`src/rtl/sequenciador_ultrassom_if.sv`:
```
// ---------------------------------------------------------------------------
// sequenciador_ultrassom_if
// Bundle between the ultrasonic sweep sequencer and the three HC-SR04
// sensor interfaces of the datapath.
//   medir1..3         : one-cycle measure request, one per sensor
//   zera_sensor       : one-cycle reset pulse to the sensor interfaces
//   pronto_medida1..3 : done pulse from each sensor interface
//   medida1..3        : 12-bit measurement, valid while pronto_medidaN=1
// master = sequencer side, slave = datapath side.
// ---------------------------------------------------------------------------
interface sequenciador_ultrassom_if;
  logic        medir1;
  logic        medir2;
  logic        medir3;
  logic        zera_sensor;
  logic        pronto_medida1;
  logic        pronto_medida2;
  logic        pronto_medida3;
  logic [11:0] medida1;
  logic [11:0] medida2;
  logic [11:0] medida3;

  modport master (
    output medir1, medir2, medir3, zera_sensor,
    input  pronto_medida1, pronto_medida2, pronto_medida3,
    input  medida1, medida2, medida3
  );

  modport slave (
    input  medir1, medir2, medir3, zera_sensor,
    output pronto_medida1, pronto_medida2, pronto_medida3,
    output medida1, medida2, medida3
  );
endinterface

```
`src/rtl/sequenciador_ultrassom.sv`:
```
// ---------------------------------------------------------------------------
// sequenciador_ultrassom
// Measures three HC-SR04 sensors strictly one at a time (1 -> 2 -> 3) so
// that no two sensors ping simultaneously. For each sensor: one-cycle
// medir, wait for pronto_medida or a timeout, latch the result (12'hFFF on
// timeout), then a guard interval before the next sensor.
//
// Ports:
//   clock        : system clock, rising edge
//   reset        : asynchronous, active-low reset
//   iniciar      : start one 3-sensor sweep (only honoured while idle)
//   sensores     : sensor-side bundle (medir/zera_sensor out,
//                  pronto_medida/medida in)
//   medida_out1..3 : results of the last sweep
//   timeout      : bit N-1 set if sensor N timed out in the last sweep
//   ocupado      : high whenever the sequencer is not idle
//   pronto       : one-cycle pulse at the end of a sweep
//   db_estado    : current state encoding, for debug
// ---------------------------------------------------------------------------
module sequenciador_ultrassom #(
  parameter int unsigned TIMEOUT_CICLOS = 3000000,
  parameter int unsigned GUARDA_CICLOS  = 500000,
  parameter bit          CONTINUO       = 1'b0
) (
  input  logic                     clock,
  input  logic                     reset,
  input  logic                     iniciar,
  sequenciador_ultrassom_if.master sensores,
  output logic [11:0]              medida_out1,
  output logic [11:0]              medida_out2,
  output logic [11:0]              medida_out3,
  output logic [2:0]               timeout,
  output logic                     ocupado,
  output logic                     pronto,
  output logic [3:0]               db_estado
);

  // A zero-length interval would never reach its terminal count; treat 0 as 1.
  localparam int unsigned TIMEOUT_EF = (TIMEOUT_CICLOS == 0) ? 1 : TIMEOUT_CICLOS;
  localparam int unsigned GUARDA_EF  = (GUARDA_CICLOS  == 0) ? 1 : GUARDA_CICLOS;
  localparam int unsigned MAX_CICLOS = (TIMEOUT_EF > GUARDA_EF) ? TIMEOUT_EF : GUARDA_EF;
  localparam int unsigned CW         = (MAX_CICLOS > 1) ? $clog2(MAX_CICLOS) : 1;

  localparam logic [CW-1:0] FIM_TIMEOUT = CW'(TIMEOUT_EF - 1);
  localparam logic [CW-1:0] FIM_GUARDA  = CW'(GUARDA_EF - 1);

  typedef enum logic [3:0] {
    INICIAL  = 4'd0,
    PREPARA  = 4'd1,
    MEDE     = 4'd2,
    ESPERA   = 4'd3,
    ARMAZENA = 4'd4,
    GUARDA   = 4'd5,
    PROXIMO  = 4'd6,
    FIM      = 4'd7
  } estado_t;

  estado_t          estado_q,     estado_d;
  logic [1:0]       indice_q,     indice_d;
  logic [CW-1:0]    contador_q,   contador_d;
  logic [11:0]      medida_lat_q, medida_lat_d;
  logic [2:0]       timeout_q,    timeout_d;
  logic [2:0][11:0] medida_out_q, medida_out_d;

  logic [2:0]  medir;
  logic        zera;
  logic        pronto_sel;
  logic [11:0] medida_sel;

  // Only the currently selected sensor is listened to; the others' pronto
  // pulses are ignored.
  always_comb begin
    pronto_sel = 1'b0;
    medida_sel = '0;
    case (indice_q)
      2'd0: begin
        pronto_sel = sensores.pronto_medida1;
        medida_sel = sensores.medida1;
      end
      2'd1: begin
        pronto_sel = sensores.pronto_medida2;
        medida_sel = sensores.medida2;
      end
      2'd2: begin
        pronto_sel = sensores.pronto_medida3;
        medida_sel = sensores.medida3;
      end
      default: begin
        pronto_sel = 1'b0;
        medida_sel = '0;
      end
    endcase
  end

  always_comb begin
    estado_d     = estado_q;
    indice_d     = indice_q;
    contador_d   = contador_q;
    medida_lat_d = medida_lat_q;
    timeout_d    = timeout_q;
    medida_out_d = medida_out_q;
    medir        = '0;
    zera         = 1'b0;

    case (estado_q)
      INICIAL: begin
        contador_d = '0;
        if (iniciar || CONTINUO) estado_d = PREPARA;
      end

      PREPARA: begin
        indice_d   = '0;
        contador_d = '0;
        timeout_d  = '0;
        estado_d   = MEDE;
      end

      MEDE: begin
        medir[indice_q] = 1'b1;
        contador_d      = '0;
        estado_d        = ESPERA;
      end

      // pronto is tested before the terminal count so a reply on the last
      // cycle still counts as a valid measurement.
      ESPERA: begin
        contador_d = contador_q + 1'b1;
        if (pronto_sel) begin
          medida_lat_d = medida_sel;
          estado_d     = ARMAZENA;
        end else if (contador_q == FIM_TIMEOUT) begin
          timeout_d[indice_q] = 1'b1;
          estado_d            = ARMAZENA;
        end
      end

      // timeout_q[indice_q] is the flag raised in ESPERA for this sensor;
      // it doubles as the zera_sensor request for this one cycle.
      ARMAZENA: begin
        medida_out_d[indice_q] = timeout_q[indice_q] ? 12'hFFF : medida_lat_q;
        zera                   = timeout_q[indice_q];
        contador_d             = '0;
        estado_d               = GUARDA;
      end

      GUARDA: begin
        contador_d = contador_q + 1'b1;
        if (contador_q == FIM_GUARDA) estado_d = PROXIMO;
      end

      PROXIMO: begin
        contador_d = '0;
        if (indice_q == 2'd2) begin
          estado_d = FIM;
        end else begin
          indice_d = indice_q + 2'd1;
          estado_d = MEDE;
        end
      end

      FIM: begin
        estado_d = INICIAL;
      end

      default: begin
        estado_d = INICIAL;
      end
    endcase
  end

  always_ff @(posedge clock or negedge reset) begin
    if (!reset) begin
      estado_q     <= INICIAL;
      indice_q     <= '0;
      contador_q   <= '0;
      medida_lat_q <= '0;
      timeout_q    <= '0;
      medida_out_q <= '0;
    end else begin
      estado_q     <= estado_d;
      indice_q     <= indice_d;
      contador_q   <= contador_d;
      medida_lat_q <= medida_lat_d;
      timeout_q    <= timeout_d;
      medida_out_q <= medida_out_d;
    end
  end

  // Control outputs are decoded from the state register, so they all drop
  // together with an asynchronous reset.
  always_comb begin
    sensores.medir1      = medir[0];
    sensores.medir2      = medir[1];
    sensores.medir3      = medir[2];
    sensores.zera_sensor = zera;
    medida_out1          = medida_out_q[0];
    medida_out2          = medida_out_q[1];
    medida_out3          = medida_out_q[2];
    timeout              = timeout_q;
    ocupado              = (estado_q != INICIAL);
    pronto               = (estado_q == FIM);
    db_estado            = estado_q;
  end

endmodule

```
`src/flat_wrapper.sv`:
```
// flat-port wrapper written by rule: the top's interface ports become plain ports
module sequenciador_ultrassom_flat 
#(
  parameter int unsigned TIMEOUT_CICLOS = 3000000,
  parameter int unsigned GUARDA_CICLOS  = 500000,
  parameter bit          CONTINUO       = 1'b0
)
  (clock, reset, iniciar, medida_out1, medida_out2, medida_out3, timeout, ocupado, pronto, db_estado, sensores_medir1, sensores_medir2, sensores_medir3, sensores_zera_sensor, sensores_pronto_medida1, sensores_pronto_medida2, sensores_pronto_medida3, sensores_medida1, sensores_medida2, sensores_medida3);
  sequenciador_ultrassom_if sensores_i ();
  input  logic clock;
  input  logic reset;
  input  logic iniciar;
  output logic [11:0] medida_out1;
  output logic [11:0] medida_out2;
  output logic [11:0] medida_out3;
  output logic [2:0] timeout;
  output logic ocupado;
  output logic pronto;
  output logic [3:0] db_estado;
  output wire logic [$bits(sensores_i.medir1)-1:0] sensores_medir1;
  output wire logic [$bits(sensores_i.medir2)-1:0] sensores_medir2;
  output wire logic [$bits(sensores_i.medir3)-1:0] sensores_medir3;
  output wire logic [$bits(sensores_i.zera_sensor)-1:0] sensores_zera_sensor;
  input wire logic [$bits(sensores_i.pronto_medida1)-1:0] sensores_pronto_medida1;
  input wire logic [$bits(sensores_i.pronto_medida2)-1:0] sensores_pronto_medida2;
  input wire logic [$bits(sensores_i.pronto_medida3)-1:0] sensores_pronto_medida3;
  input wire logic [$bits(sensores_i.medida1)-1:0] sensores_medida1;
  input wire logic [$bits(sensores_i.medida2)-1:0] sensores_medida2;
  input wire logic [$bits(sensores_i.medida3)-1:0] sensores_medida3;
  assign sensores_medir1 = sensores_i.medir1;
  assign sensores_medir2 = sensores_i.medir2;
  assign sensores_medir3 = sensores_i.medir3;
  assign sensores_zera_sensor = sensores_i.zera_sensor;
  assign sensores_i.pronto_medida1 = sensores_pronto_medida1;
  assign sensores_i.pronto_medida2 = sensores_pronto_medida2;
  assign sensores_i.pronto_medida3 = sensores_pronto_medida3;
  assign sensores_i.medida1 = sensores_medida1;
  assign sensores_i.medida2 = sensores_medida2;
  assign sensores_i.medida3 = sensores_medida3;
  sequenciador_ultrassom #(.TIMEOUT_CICLOS(TIMEOUT_CICLOS), .GUARDA_CICLOS(GUARDA_CICLOS), .CONTINUO(CONTINUO)) u_core (.clock(clock), .reset(reset), .iniciar(iniciar), .sensores(sensores_i), .medida_out1(medida_out1), .medida_out2(medida_out2), .medida_out3(medida_out3), .timeout(timeout), .ocupado(ocupado), .pronto(pronto), .db_estado(db_estado));
endmodule
```
`config.mk`:
```
export PLATFORM = sky130hd
export DESIGN_NAME = sequenciador_ultrassom_flat
export DESIGN_NICKNAME = d
export VERILOG_FILES = /design/src/rtl/sequenciador_ultrassom_if.sv /design/src/rtl/sequenciador_ultrassom.sv /design/src/flat_wrapper.sv
export SDC_FILE = /design/constraint.sdc
export NUM_CORES = 1
export LEC_CHECK = 0
export ABC_CLOCK_PERIOD_IN_PS = 3900
export BUFFER_PORTS_ARGS = -buffer_cell sky130_fd_sc_hd__buf_2
export CORE_ASPECT_RATIO = 0.8
export CORE_MARGIN = 8
export CORE_UTILIZATION = 35
export DETAILED_ROUTE_END_ITERATION = 10
export GPL_ROUTABILITY_DRIVEN = 0
export HOLD_SLACK_MARGIN = 0.12
export PLACE_DENSITY = 0.64
export SLEW_MARGIN = 20
export SYNTH_ARGS = -nofsm -noshare
export SYNTH_HDL_FRONTEND = slang
export SYNTH_SLANG_ARGS = --single-unit
```
`constraint.sdc`:
```
create_clock -name clock -period 3.9 [get_ports clock]
set_input_delay 0.78 -clock clock [delete_from_list [all_inputs] [get_ports clock]]
set_output_delay 0.78 -clock clock [all_outputs]
set_load 0.01 [all_outputs]
```
==> results of run 1 <==
[synthesized netlist by cell type (all sizes together) (3+ instances only)]
cell type,number
nand2b,6
and3,5
a22o,4
a21oi,15
inv,7
buf,3
ha,11
mux2,4
nor3,4
dfrtp,78
clkbuf,17
nand3,13
nor2,53
xor2,12
o21ai,37
nor3b,5
nand4,7
mux2i,3
nand2,45
and2,6
a222oi,13
nor4,4
xnor2,7
[worst max-delay path by stage]
stage	from	slack, ps	endpoint
floorplan	u_core.indice_q[0]	1790	sensores_medir3
finish	u_core.indice_q[0]	1320	sensores_medir3
global placement	u_core.indice_q[0]	1610	u_core.db_estado[1]
detailed placement	u_core.indice_q[0]	1420	u_core.db_estado[1]
CTS	u_core.indice_q[0]	1310	sensores_medir3
global route	u_core.indice_q[1]	1180	sensores_medir1
[kinds of logic (layout without fill, tap and decap cells)]
family / Yosys count / in the layout / share of synthesized area
and+or+nand+nor: 155 / 155 / 0.204
AOI/OAI and AO/OA: 74 / 74 / 0.131
other: 1 / 1 / 0.00102
muxes: 7 / 7 / 0.0204
buffers and inverters: 27 / 116 / 0.0293
adders and majority gates: 11 / 11 / 0.0375
DFF: 78 / 78 / 0.532
xor gates and xnor gates: 19 / 19 / 0.0453
[final cells by class]
class	count	area [um^2]	share of cell area
repair buffers	93	498	0.110
multi-input cells	267	1610	0.355
well taps	140	175	0.0386
inverters	7	26.3	0.00578
clock inverters	7	53.8	0.0118
flip-flops and latches	78	1950	0.430
clock buffers	9	225	0.0496
[worst max-delay path, delay by kind of cell (launching register included)]
kind          cells  cell delay, ps
fa+ha+maj         1             570
flops             1             440
simple gates      1             220
buf+inv           2             240
[state kept, by name, indices dropped and copies added, names as in the netlist]
register / cells
u_core.medida_out1: 12
u_core.db_estado: 3
u_core.medida_lat_q: 12
u_core.indice_q: 2
u_core.contador_q: 22
u_core.medida_out2: 12
u_core.timeout: 3
u_core.medida_out3: 12
[power by group through the flow]
stage | clock network (W) | logic [W] | registers (W)
after floorplan | 0 | 0.000639 | 0.00126
after global placement | 0 | 0.00110 | 0.00121
final | 0.000777 | 0.00112 | 0.00120
after global routing | 0.000827 | 0.00127 | 0.00124
after CTS | 0.000796 | 0.00114 | 0.00120
after detailed placement | 0 | 0.00113 | 0.00122
[through the flow]
step                area, um^2  std cells
detailed placement        4240        584
global placement          4240        584
global route              4540        601
finish                    4540        601
CTS                       4520        600
floorplan                 3670        372
[routing by layer]
metal / routed length [um] / track usage
met4: 93 / 0.0376
met3: 719 / 0.0416
met1: 4500 / 0.198
met5: 0 / 0
met2: 4490 / 0.224
==> impl_metrics.env, run 1 <==
export IMPL_status="completed"
export IMPL_antenna_found_initial=0
export IMPL_first_iter_violations=231
export IMPL_irDropWorstVdd_mv=0.294
export IMPL_cp_start_kind="register"
export IMPL_ff2ff_path_depth=6
export IMPL_r2r_end="u_core.db_estado[1]"
export IMPL_final_common_cell="buf_2"
export IMPL_drive_gt1_frac=0.254
export IMPL_cts_sinks=78
export IMPL_die_y_um=108
export IMPL_fin_crit_ps=2580
export IMPL_ios=91
export IMPL_required_ps=3120
export IMPL_max_stage_delay_ps=570
export IMPL_wl_um=9800
export IMPL_finalPower_w=0.00310
export IMPL_final_nets=509
export IMPL_setup_ws_ps=1320
export IMPL_cts_clk_slew_worst_paths_ps=60
export IMPL_port_buffers=89
export IMPL_die_x_um=131
export IMPL_ys_warnings_count=0
export IMPL_end_kind="output port"
export IMPL_crit_slowest_cell="ha_1"
export IMPL_syn_inst=372
export IMPL_crit_fanout=18
export IMPL_start_util=0.359
export IMPL_fmax_mhz=387
export IMPL_die_area_um2=14000
export IMPL_fill_cells=1055
export IMPL_r2r_start="u_core.indice_q[0]"
export IMPL_synth_seq_cells=78
export IMPL_setup_viol=0
export IMPL_clkPwrFrac=0.251
export IMPL_swShare=0.383
export IMPL_slew_violations=0
export IMPL_grt_pass1_vias=3093
export IMPL_dp_hpwl_um=7310
export IMPL_rows=33
export IMPL_utilization=0.444
export IMPL_num_vias=3040
export IMPL_synthArstFlopShare=1.00
export IMPL_p_leak_nw=2.16
export IMPL_fin_crit_sh=0.663
export IMPL_pre_cts_ws_ps=1420
export IMPL_synthDistinctLibCells=41
export IMPL_avgSynthCellArea_um2=9.87
export IMPL_finalHoldViolations=0
export IMPL_rsz0062_at_grt="no"
export IMPL_diodes=0
export IMPL_timing_hold_ws_ps=342
export IMPL_synth_edff_count=0
export IMPL_h_tree_depth=3
export IMPL_route_detailed_drc=0
export IMPL_synth_area_leader_cell="dfrtp_1"
export IMPL_criticalPathCategory="reg2out"
export IMPL_cts_setup_buffers=0
export IMPL_setup_tns_ps=0
export IMPL_synthesis_nets=425
export IMPL_numCtsBuffers=9
export IMPL_track_usage=0.146
export IMPL_p_comb_frac=0.362
export IMPL_crit_chain="inv_1, ha_1, and2_1, buf_2"
export IMPL_cts_tree="built"
export IMPL_arrival_ps=1800
export IMPL_wl_per_cell_um=16.3
export IMPL_p_switching_w=0.00119
export IMPL_cts_root_buf="clkbuf_16"
export IMPL_cts_resized=0
export IMPL_insertion_delay_ps=330
export IMPL_slew_headroom=0.438
export IMPL_vias_per_cell=5.06
export IMPL_yosys_top_cells_area="dfrtp_1, nor2_1, nand2_1"
export IMPL_syn_area_um2=3670
export IMPL_yosysTopAreaCellShare=0.532
export IMPL_grt_pass1_wl_um=16100
export IMPL_grt_max_degree=79
export IMPL_p_int_w=0.00191
export IMPL_dr_pass1_iters=7
export IMPL_grt_overflow_total=0
export IMPL_area_growth_pct=23.7
export IMPL_tightest_slew_ps=841
export IMPL_sequentialPowerShare=0.388
export IMPL_powerDensity_nw_per_um2=682
export IMPL_cts_hold_buf=0
export IMPL_rrSetupSlack_ps=1410
export IMPL_min_path_type="in2async"
export IMPL_clk_path_buf_depth=2
export IMPL_core_um2=10200
export IMPL_seq_area_frac_synth=0.532
export IMPL_drv_cap=0
export IMPL_final_cell_mix="buf_2, dfrtp_1, nor2_1, nand2_1, o21ai_0"
export IMPL_synth_main_ff_cell="dfrtp_1"
export IMPL_antenna_left=0
export IMPL_finClkSkew_ps=8.97
Power figures use the tool's default switching activity.
==> run 2: changes to the inputs <==
- ABC_CLOCK_PERIOD_IN_PS: 3900 -> 2660
- clock period: 3.9 -> 2.66 ns (I/O delays scaled with it)
==> impl_metrics.env, run 2 (same netlist as run 1, synthesis figures left out) <==
export IMPL_status="completed"
export IMPL_slew_headroom=0.598
export IMPL_cts_root_buf="clkbuf_16"
export IMPL_fmax_mhz=462
export IMPL_cts_setup_buffers=0
export IMPL_pre_cts_ws_ps=526
export IMPL_crit_slowest_cell="nor3b_2"
export IMPL_dr_pass1_iters=5
export IMPL_criticalPathCategory="reg2reg"
export IMPL_setup_viol=0
export IMPL_setup_tns_ps=0
export IMPL_antenna_left=0
export IMPL_die_area_um2=14000
export IMPL_final_cell_mix="buf_2, dfrtp_1, nor2_1, nand2_1, o21ai_0"
export IMPL_drv_cap=0
export IMPL_p_leak_nw=2.20
export IMPL_crit_fanout=9
export IMPL_start_util=0.359
export IMPL_regMostFlops="u_core.contador_q"
export IMPL_finalHoldViolations=0
export IMPL_end_kind="register"
export IMPL_fin_crit_ps=2170
export IMPL_diodes=0
export IMPL_crit_chain="inv_1, ha_1, mux2_2, nor3b_2, nor3b_1, xnor2_1, nor2_1"
export IMPL_route_detailed_drc=0
export IMPL_cts_tree="built"
export IMPL_clk_path_buf_depth=2
export IMPL_track_usage=0.144
export IMPL_startpoint="u_core.db_estado[1]"
export IMPL_cts_resized=0
export IMPL_final_nets=515
export IMPL_port_buffers=89
export IMPL_finClkSkew_ps=5.91
export IMPL_setup_ws_ps=494
export IMPL_num_vias=3028
export IMPL_largest_reg_flops=22
export IMPL_wl_um=9710
export IMPL_ios=91
export IMPL_rows=33
export IMPL_grt_max_degree=46
export IMPL_arrival_ps=2380
export IMPL_die_y_um=108
export IMPL_final_common_cell="buf_2"
export IMPL_final_area_um2=4590
export IMPL_tightest_slew_ps=603
export IMPL_cts_clk_slew_worst_paths_ps=60
export IMPL_h_tree_depth=3
export IMPL_core_um2=10200
export IMPL_rsz0062_at_grt="no"
export IMPL_timing_hold_ws_ps=203
export IMPL_max_stage_delay_ps=480
export IMPL_slew_violations=0
export IMPL_dpl_cell_area_um2=4300
export IMPL_vias_per_cell=4.99
export IMPL_drive_gt1_frac=0.263
export IMPL_r2r_start="u_core.db_estado[1]"
export IMPL_antenna_found_initial=0
export IMPL_cp_start_kind="register"
export IMPL_area_growth_pct=25.0
export IMPL_grt_overflow_total=0
export IMPL_required_ps=2870
export IMPL_min_path_type="in2async"
export IMPL_grt_pass1_vias=3065
export IMPL_wl_per_cell_um=16.0
export IMPL_numCtsBuffers=9
export IMPL_cts_sinks=78
export IMPL_fin_crit_sh=0.814
export IMPL_die_x_um=131
export IMPL_first_iter_violations=256
export IMPL_insertion_delay_ps=330
export IMPL_rrSetupSlack_ps=490
export IMPL_grt_pass1_wl_um=16000
export IMPL_irDropWorstVdd_mv=0.430
export IMPL_powerDensity_nw_per_um2=1000
export IMPL_dp_hpwl_um=7300
export IMPL_cts_hold_buf=0
==> run 2: critical path: cells and delay by family, from the launching register on <==
family	cells	cell delay (ps)
XOR/XNOR	1	150
adder cells (fa/ha/maj)	1	210
buffers and inverters	1	130
flip-flops	1	450
multiplexers	1	300
AND/OR/NAND/NOR	3	820
==> run 2: power breakdown <==
part / total [W] / switching [W] / internal (W)
Sequential: 0.00176 / 0.000229 / 0.00154
Combinational: 0.00166 / 0.00101 / 0.000648
Clock: 0.00118 / 0.000522 / 0.000655
Total: 0.00460 / 0.00176 / 0.00284
==> run 2: worst paths after layout <==
| path | cells past startpoint | to |
|---|---|---|
| min in group clock | 2 | u_core.medida_out2[0] |
| max in group asynchronous | 2 | u_core.medida_out3[10] |
| max reg2reg | 7 | u_core.contador_q[12] |
| min | 1 | u_core.contador_q[4] |
| min reg2reg | 2 | u_core.medida_out2[0] |
| max | 7 | u_core.contador_q[12] |
==> run 2: cell type report <==
cell class | instances | area (um^2)
fill | 1025 | 5650
sequential | 78 | 1950
multi-input combinational | 267 | 1610
timing repair buffer | 99 | 536
clock buffer | 9 | 225
tap | 140 | 175
clock inverter | 7 | 63.8
inverter | 7 | 26.3
==> run 2: routing by layer <==
layer,track usage,part of all wire,vias up
met3,0.0342,0.061,9
met2,0.222,0.46,95
li1,-,-,1482
met5,0,0,-
met4,0.0417,0.013,0
met1,0.197,0.47,1442
==> run 2: stage by stage <==
stage | instances | power (W) | utilization
5_1_grt | 607 | 0.00494 | 0.448
6_report | 607 | 0.00460 | 0.448
3_3_place_gp | 591 | 0.00341 | 0.420
2_1_floorplan | 372 | 0.00279 | -
3_5_place_dp | 591 | 0.00346 | 0.420
4_1_cts | 607 | 0.00466 | 0.448
